### config.mk
export PLATFORM = sky130hd
export DESIGN_NAME = lfsr_rng
export DESIGN_NICKNAME = d
export VERILOG_FILES = /design/src/rtl/game_rng_pkg.sv /design/src/rtl/lfsr_core.sv /design/src/rtl/lfsr_rng.sv
export SDC_FILE = /design/constraint.sdc
export NUM_CORES = 1
export LEC_CHECK = 0
export CAP_MARGIN = 40
export CORE_AREA = 2 2 64 60
export DETAILED_ROUTE_END_ITERATION = 8
export DIE_AREA = 0 0 66 62
export PLACE_DENSITY = 0.78
export RECOVER_POWER = 100
export SLEW_MARGIN = 20
export SYNTH_ARGS = -nofsm -noshare
export SYNTH_HDL_FRONTEND = slang
export SYNTH_SLANG_ARGS = --single-unit
### constraint.sdc
create_clock -name clock -period 2.55 [get_ports clock]
set_clock_uncertainty 0.1 [all_clocks]
set_input_delay 0.51 -clock clock [delete_from_list [all_inputs] [get_ports clock]]
set_output_delay 0.51 -clock clock [all_outputs]
set_load 0.01 [all_outputs]
### src/rtl/game_rng_pkg.sv
// Shared types and default LFSR constants for the game random-number source.
// The default tap masks are maximal-length for a left-shifting Fibonacci register.
package game_rng_pkg;

  typedef enum logic [1:0] {
    IDLE    = 2'd0,
    COLLECT = 2'd1,
    CHECK   = 2'd2
  } rng_state_e;

  localparam logic [7:0]  TAPS_W8  = 8'hB8;
  localparam logic [7:0]  SEED_W8  = 8'h0F;
  localparam logic [12:0] TAPS_W13 = 13'h100D;
  localparam logic [12:0] SEED_W13 = 13'h000F;
  localparam logic [15:0] TAPS_W16 = 16'hD008;
  localparam logic [15:0] SEED_W16 = 16'h000F;

  function automatic logic [31:0] default_taps(input int width);
    case (width)
      8:       return 32'(TAPS_W8);
      16:      return 32'(TAPS_W16);
      default: return 32'(TAPS_W13);
    endcase
  endfunction

  function automatic logic [31:0] default_seed(input int width);
    case (width)
      8:       return 32'(SEED_W8);
      16:      return 32'(SEED_W16);
      default: return 32'(SEED_W13);
    endcase
  endfunction

  // Bits needed to hold 0..max_val, never narrower than one bit.
  function automatic int ctr_width(input int max_val);
    return (max_val < 1) ? 1 : $clog2(max_val + 1);
  endfunction

endpackage

### src/rtl/lfsr_core.sv
// Fibonacci LFSR state register with seed loading and an all-zero recovery guard.
// Shifts left, feeding the parity of the tapped bits into bit 0.
module lfsr_core
  import game_rng_pkg::*;
#(
  parameter int               WIDTH = 13,
  parameter logic [WIDTH-1:0] TAPS  = WIDTH'(default_taps(WIDTH)),
  parameter logic [WIDTH-1:0] SEED  = WIDTH'(default_seed(WIDTH))
) (
  input  logic             clock,
  input  logic             reset,
  input  logic             shift_en,
  input  logic             seed_load,
  input  logic [WIDTH-1:0] seed_value,
  output logic [WIDTH-1:0] state
);

  logic [WIDTH-1:0] state_q;
  logic [WIDTH-1:0] state_d;
  logic             feedback;

  assign feedback = ^(state_q & TAPS);

  always_comb begin
    // NOTE: state_d is defaulted before the priority chain so no latch can be inferred.
    state_d = state_q;
    if (seed_load) begin
      state_d = (seed_value == '0) ? SEED : seed_value;
    end else if (state_q == '0) begin
      // All-zero is a dead state for an XOR LFSR; only corruption can get here.
      state_d = SEED;
    end else if (shift_en) begin
      state_d = {state_q[WIDTH-2:0], feedback};
    end
  end

  // NOTE: registers use non-blocking assignment so every flop samples pre-edge values.
  always_ff @(posedge clock or posedge reset) begin
    if (reset) begin
      state_q <= SEED;
    end else begin
      state_q <= state_d;
    end
  end

  assign state = state_q;

endmodule

### src/rtl/lfsr_rng.sv
// On-demand bounded random word: collects WIDTH fresh LFSR shifts per attempt,
// rejection-samples against LIMIT and clamps to LIMIT after MAX_RETRY retries.
module lfsr_rng
  import game_rng_pkg::*;
#(
  parameter int               WIDTH     = 13,
  parameter logic [WIDTH-1:0] TAPS      = WIDTH'(default_taps(WIDTH)),
  parameter logic [WIDTH-1:0] SEED      = WIDTH'(default_seed(WIDTH)),
  parameter int               OUT_W     = 8,
  parameter logic [OUT_W-1:0] LIMIT     = 8'd200,
  parameter int               MAX_RETRY = 3
) (
  input  logic             clock,
  input  logic             reset,
  input  logic             enable,
  input  logic             seed_load,
  input  logic [WIDTH-1:0] seed_value,
  input  logic             req,
  output logic             busy,
  output logic             valid,
  output logic [OUT_W-1:0] rnd,
  output logic [WIDTH-1:0] state_out
);

  localparam int CNT_W   = ctr_width(WIDTH);
  localparam int RETRY_W = ctr_width(MAX_RETRY);

  rng_state_e         fsm_q, fsm_d;
  logic [CNT_W-1:0]   count_q, count_d;
  logic [RETRY_W-1:0] retry_q, retry_d;
  logic [OUT_W-1:0]   rnd_q, rnd_d;
  logic               valid_q, valid_d;

  logic [WIDTH-1:0]   lfsr_state;
  logic               shift_en;
  logic [OUT_W-1:0]   cand;
  logic               cand_ok;
  logic               collect_done;
  logic               retry_left;

  lfsr_core #(
    .WIDTH (WIDTH),
    .TAPS  (TAPS),
    .SEED  (SEED)
  ) u_core (
    .clock      (clock),
    .reset      (reset),
    .shift_en   (shift_en),
    .seed_load  (seed_load),
    .seed_value (seed_value),
    .state      (lfsr_state)
  );

  assign cand         = lfsr_state[OUT_W-1:0];
  assign cand_ok      = (cand <= LIMIT);
  assign collect_done = (count_q == CNT_W'(WIDTH - 1));
  // retry_q never passes MAX_RETRY, so inequality is enough.
  assign retry_left   = (retry_q != RETRY_W'(MAX_RETRY));

  always_ff @(posedge clock or posedge reset) begin
    if (reset) begin
      fsm_q   <= IDLE;
      count_q <= '0;
      retry_q <= '0;
      rnd_q   <= '0;
      valid_q <= 1'b0;
    end else begin
      fsm_q   <= fsm_d;
      count_q <= count_d;
      retry_q <= retry_d;
      rnd_q   <= rnd_d;
      valid_q <= valid_d;
    end
  end

  always_comb begin
    fsm_d = fsm_q;
    case (fsm_q)
      IDLE:    if (req) fsm_d = COLLECT;
      COLLECT: if (collect_done) fsm_d = CHECK;
      CHECK:   fsm_d = (!cand_ok && retry_left) ? COLLECT : IDLE;
      default: fsm_d = IDLE;
    endcase
  end

  always_comb begin
    count_d  = count_q;
    retry_d  = retry_q;
    rnd_d    = rnd_q;
    valid_d  = 1'b0;
    shift_en = 1'b0;
    case (fsm_q)
      IDLE: begin
        shift_en = enable;
        if (req) begin
          count_d = '0;
          retry_d = '0;
        end
      end
      COLLECT: begin
        shift_en = 1'b1;
        count_d  = count_q + CNT_W'(1);
      end
      CHECK: begin
        if (cand_ok) begin
          rnd_d   = cand;
          valid_d = 1'b1;
        end else if (retry_left) begin
          retry_d = retry_q + RETRY_W'(1);
          count_d = '0;
        end else begin
          rnd_d   = LIMIT;
          valid_d = 1'b1;
        end
      end
      default: ;
    endcase
  end

  assign busy      = (fsm_q != IDLE);
  assign valid     = valid_q;
  assign rnd       = rnd_q;
  assign state_out = lfsr_state;

endmodule

==> flow_metrics.env <==
export IMPL_core_area_um2=3520
export IMPL_io_buffer_count=40
export IMPL_p_clk_share_pct=17.9
export IMPL_yosysTopAreaCell="dfrtp_1"
export IMPL_comb_power_share_pct=40.8
export IMPL_cts_sinks=30
export IMPL_critPathMaxStageDelay_ns=0.57
export IMPL_grt_usage_pct=21.3
export IMPL_pre_cts_slack_ns=-0.157
export IMPL_holdWs_ns=0.403
export IMPL_setup_viol_count_final=0
export IMPL_p_sw_uw=802
export IMPL_worst_endpoint_required_ns=2.65
export IMPL_cts_tree="yes"
export IMPL_crit_chain="clkdlybuf4s50_1, or4_1, or4_4, o311a_1, o31ai_2"
export IMPL_clkTransAtPathRegs_ns=0.06
export IMPL_routabilityCongestion=0.797
export IMPL_post_cts_buffers=0
export IMPL_period_needed_ns=2.44
export IMPL_nNetsFinal=225
export IMPL_drive_above_1_share_pct=12.8
export IMPL_vias=1411
export IMPL_drtIter0Drc=100
export IMPL_most_common_layout_cells="26 x dfrtp_1, 23 x dlygate4sd3_1, 19 x nand2_1"
export IMPL_worstPathMaxFanout=3
export IMPL_critPathSlowestCell="or4_1"
export IMPL_dp_hpwl_um=2850
export IMPL_grt_pass1_vias=1384
export IMPL_crit_family="simple AND/OR/NAND/NOR gates"
export IMPL_swShare_pct=36.3
export IMPL_die_area_um2=4090
export IMPL_crit_path_end="u_core.state[2]"
export IMPL_outcome="complete, but fails checks"
export IMPL_slew_violations=31
export IMPL_tns_ns=0
export IMPL_syn_area_um2=1640
export IMPL_synth_edf_count=0
export IMPL_clock_latency_ns=0.28
export IMPL_die_w_um=66
export IMPL_leakagePower_nw=0.938
export IMPL_h_tree_depth=2
export IMPL_seqPwrFrac_pct=41.3
export IMPL_violations="max-capacitance violations, max-slew violations"
export IMPL_intPower_mw=1.41
export IMPL_cp_arrival_ns=2.54
export IMPL_rows=21
export IMPL_die_height_um=62
export IMPL_synth_seq_cells=30
export IMPL_via_per_inst=5.67
export IMPL_syn_to_final_growth_pct=31.8
export IMPL_rsz0062_at_grt="no"
export IMPL_r2r_setup_slack_ns=0.16
export IMPL_syn_nets=179
export IMPL_drt_wl_total_um=3870
export IMPL_cts_root_buf="clkbuf_8"
export IMPL_ys_types=40
export IMPL_pwr_density_cell_nw_per_um2=1020
export IMPL_pin_count=41
export IMPL_hold_viol=0
export IMPL_critPathBufInv=1
export IMPL_fillers=293
export IMPL_ir_drop_v=0.000483
export IMPL_synth_area_leaders="dfrtp_1 40%, dfstp_2 6.4%, mux2i_1 6.1%"
export IMPL_syn_avg_cell_area_um2=10.5
export IMPL_syn_inst=156
export IMPL_final_common_cell="dfrtp_1"
export IMPL_cts_hold_buf=0
export IMPL_drc=0
export IMPL_grt_pass1_wl_um=6370
export IMPL_post_route_period_util_pct=95.7
export IMPL_ys_seq_area_share_pct=46.1
export IMPL_firstDrtPassIters=4
export IMPL_cp_startpoint="seed_value[5]"
export IMPL_critical_path_class="in -> reg"
export IMPL_start_kind="input pin"
export IMPL_cts_buffer_depth=2
export IMPL_r2r_end="rnd[7]"
export IMPL_synth_async_sr_flop_share_pct=100
export IMPL_antenna_found_initial=0
export IMPL_yosys_warnings=0
export IMPL_post_cts_resized=0
export IMPL_max_freq_ghz=0.410
export IMPL_cts_inserted_buffers=5
export IMPL_wl_per_cell_um=15.6
export IMPL_path_depth=5
export IMPL_cp_end_kind="register"
export IMPL_grt_overflow=0
export IMPL_regToRegStartpoint="u_core.state[3]"
export IMPL_insertedDiodeCount=0
export IMPL_ant_nets=0
export IMPL_hp_class="reg -> reg"
export IMPL_synth_top_area_share_pct=39.7
export IMPL_setup_ws_ns=0.109
export IMPL_maxCapViolCount=1
export IMPL_max_slew_margin_pct=-3.79
export IMPL_reg2reg_depth=5
export IMPL_start_util_pct=46.6
export IMPL_max_slew_worst_pin_slew_ns=1.56
export IMPL_grt_start_max_net_pins=31
export IMPL_synthFlopType="dfrtp_1"
-- worst reg2reg max path: stages (launching register included) --
cell      delay (ns)
dfstp_1         0.61
ha_1            0.16
or3b_2          0.44
a211oi_1        0.33
o21bai_1        0.30
mux2_2          0.35
-- state kept, by name, indices dropped and copies added, names as in the netlist --
| name | flops |
|---|---|
| count_q | 4 |
| fsm_q | 2 |
| retry_q | 2 |
| rnd | 8 |
| u_core.state | 13 |
| valid | 1 |
-- metrics by stage --
step / std cells / utilization (%) / power (mW) / instance area [µm²]
finish: 249 / 61.3 / 2.21 / 2160
global route: 249 / 61.3 / 2.38 / 2160
CTS: 249 / 61.9 / 2.30 / 2180
detailed placement: 241 / 59.3 / 1.89 / 2090
global placement: 241 / 59.3 / 1.84 / 2090
floorplan: 156 / - / 1.42 / 1640
-- Yosys cell counts, types with 2 or more instances --
cell / n
or4_4: 2
ha_1: 5
mux2_2: 3
nor3b_1: 2
a31o_2: 4
dfrtp_1: 26
clkbuf_1: 3
nand2b_1: 2
or3_1: 2
dfstp_2: 4
nor4_1: 3
o21ba_2: 2
inv_1: 12
o21bai_1: 2
nand3_1: 5
o311ai_0: 4
or2_2: 2
o211ai_1: 3
nor2_1: 4
a22o_1: 8
o21ai_0: 9
a21oi_1: 3
nand2_1: 19
mux2i_1: 10
buf_6: 2
-- power by group through the flow --
stage	sequential, mW	combinational, mW	clock (mW)
2_1_floorplan	0.912	0.504	0
3_3_place_gp	0.913	0.931	0
3_5_place_dp	0.930	0.963	0
4_1_cts	0.924	0.977	0.404
5_1_grt	0.952	1.00	0.426
6_report	0.913	0.902	0.396
-- cell type report --
class                           count  area (µm²)  area share (%)
Multi-Input combinational cell    108         783            36.3
Sequential cell                    30         756            35.0
Timing Repair Buffer               45         427            19.8
Clock buffer                        7        86.3            4.00
Tap cell                           46        57.6            2.67
Inverter                           12        45.0            2.09
Clock inverter                      1        5.00           0.232
-- cell families after synthesis --
family / synth area share (%)
AND/OR/NAND/NOR: 14.4
AO/OA/AOI/OAI: 21.4
flip-flops: 46.1
buffers and inverters: 5.57
multiplexers: 8.17
adder cells (fa/ha/maj): 3.82
XOR/XNOR: 0.534
-- worst min path at each step --
stage                     from         end  slack [ns]  cells past startpoint
floorplan           retry_q[1]  retry_q[1]        0.39                      2
global placement        rnd[7]      rnd[7]        0.39                      1
detailed placement      rnd[0]      rnd[0]        0.40                      1
CTS                     rnd[0]      rnd[0]        0.41                      1
global route            rnd[2]      rnd[2]        0.43                      1
finish                  rnd[0]      rnd[0]        0.40                      1
-- routing by layer --
| metal | part of all wire, % | wire, µm | track usage [%] |
|---|---|---|---|
| met1 | 41 | 1580 | 24.8 |
| met2 | 52 | 2010 | 36.8 |
| met3 | 5.5 | 214 | 6.49 |
| met4 | 1.8 | 69 | 9.91 |
| met5 | 0 | 0 | 0 |
Note: power is estimated with default switching activity, not from simulation.
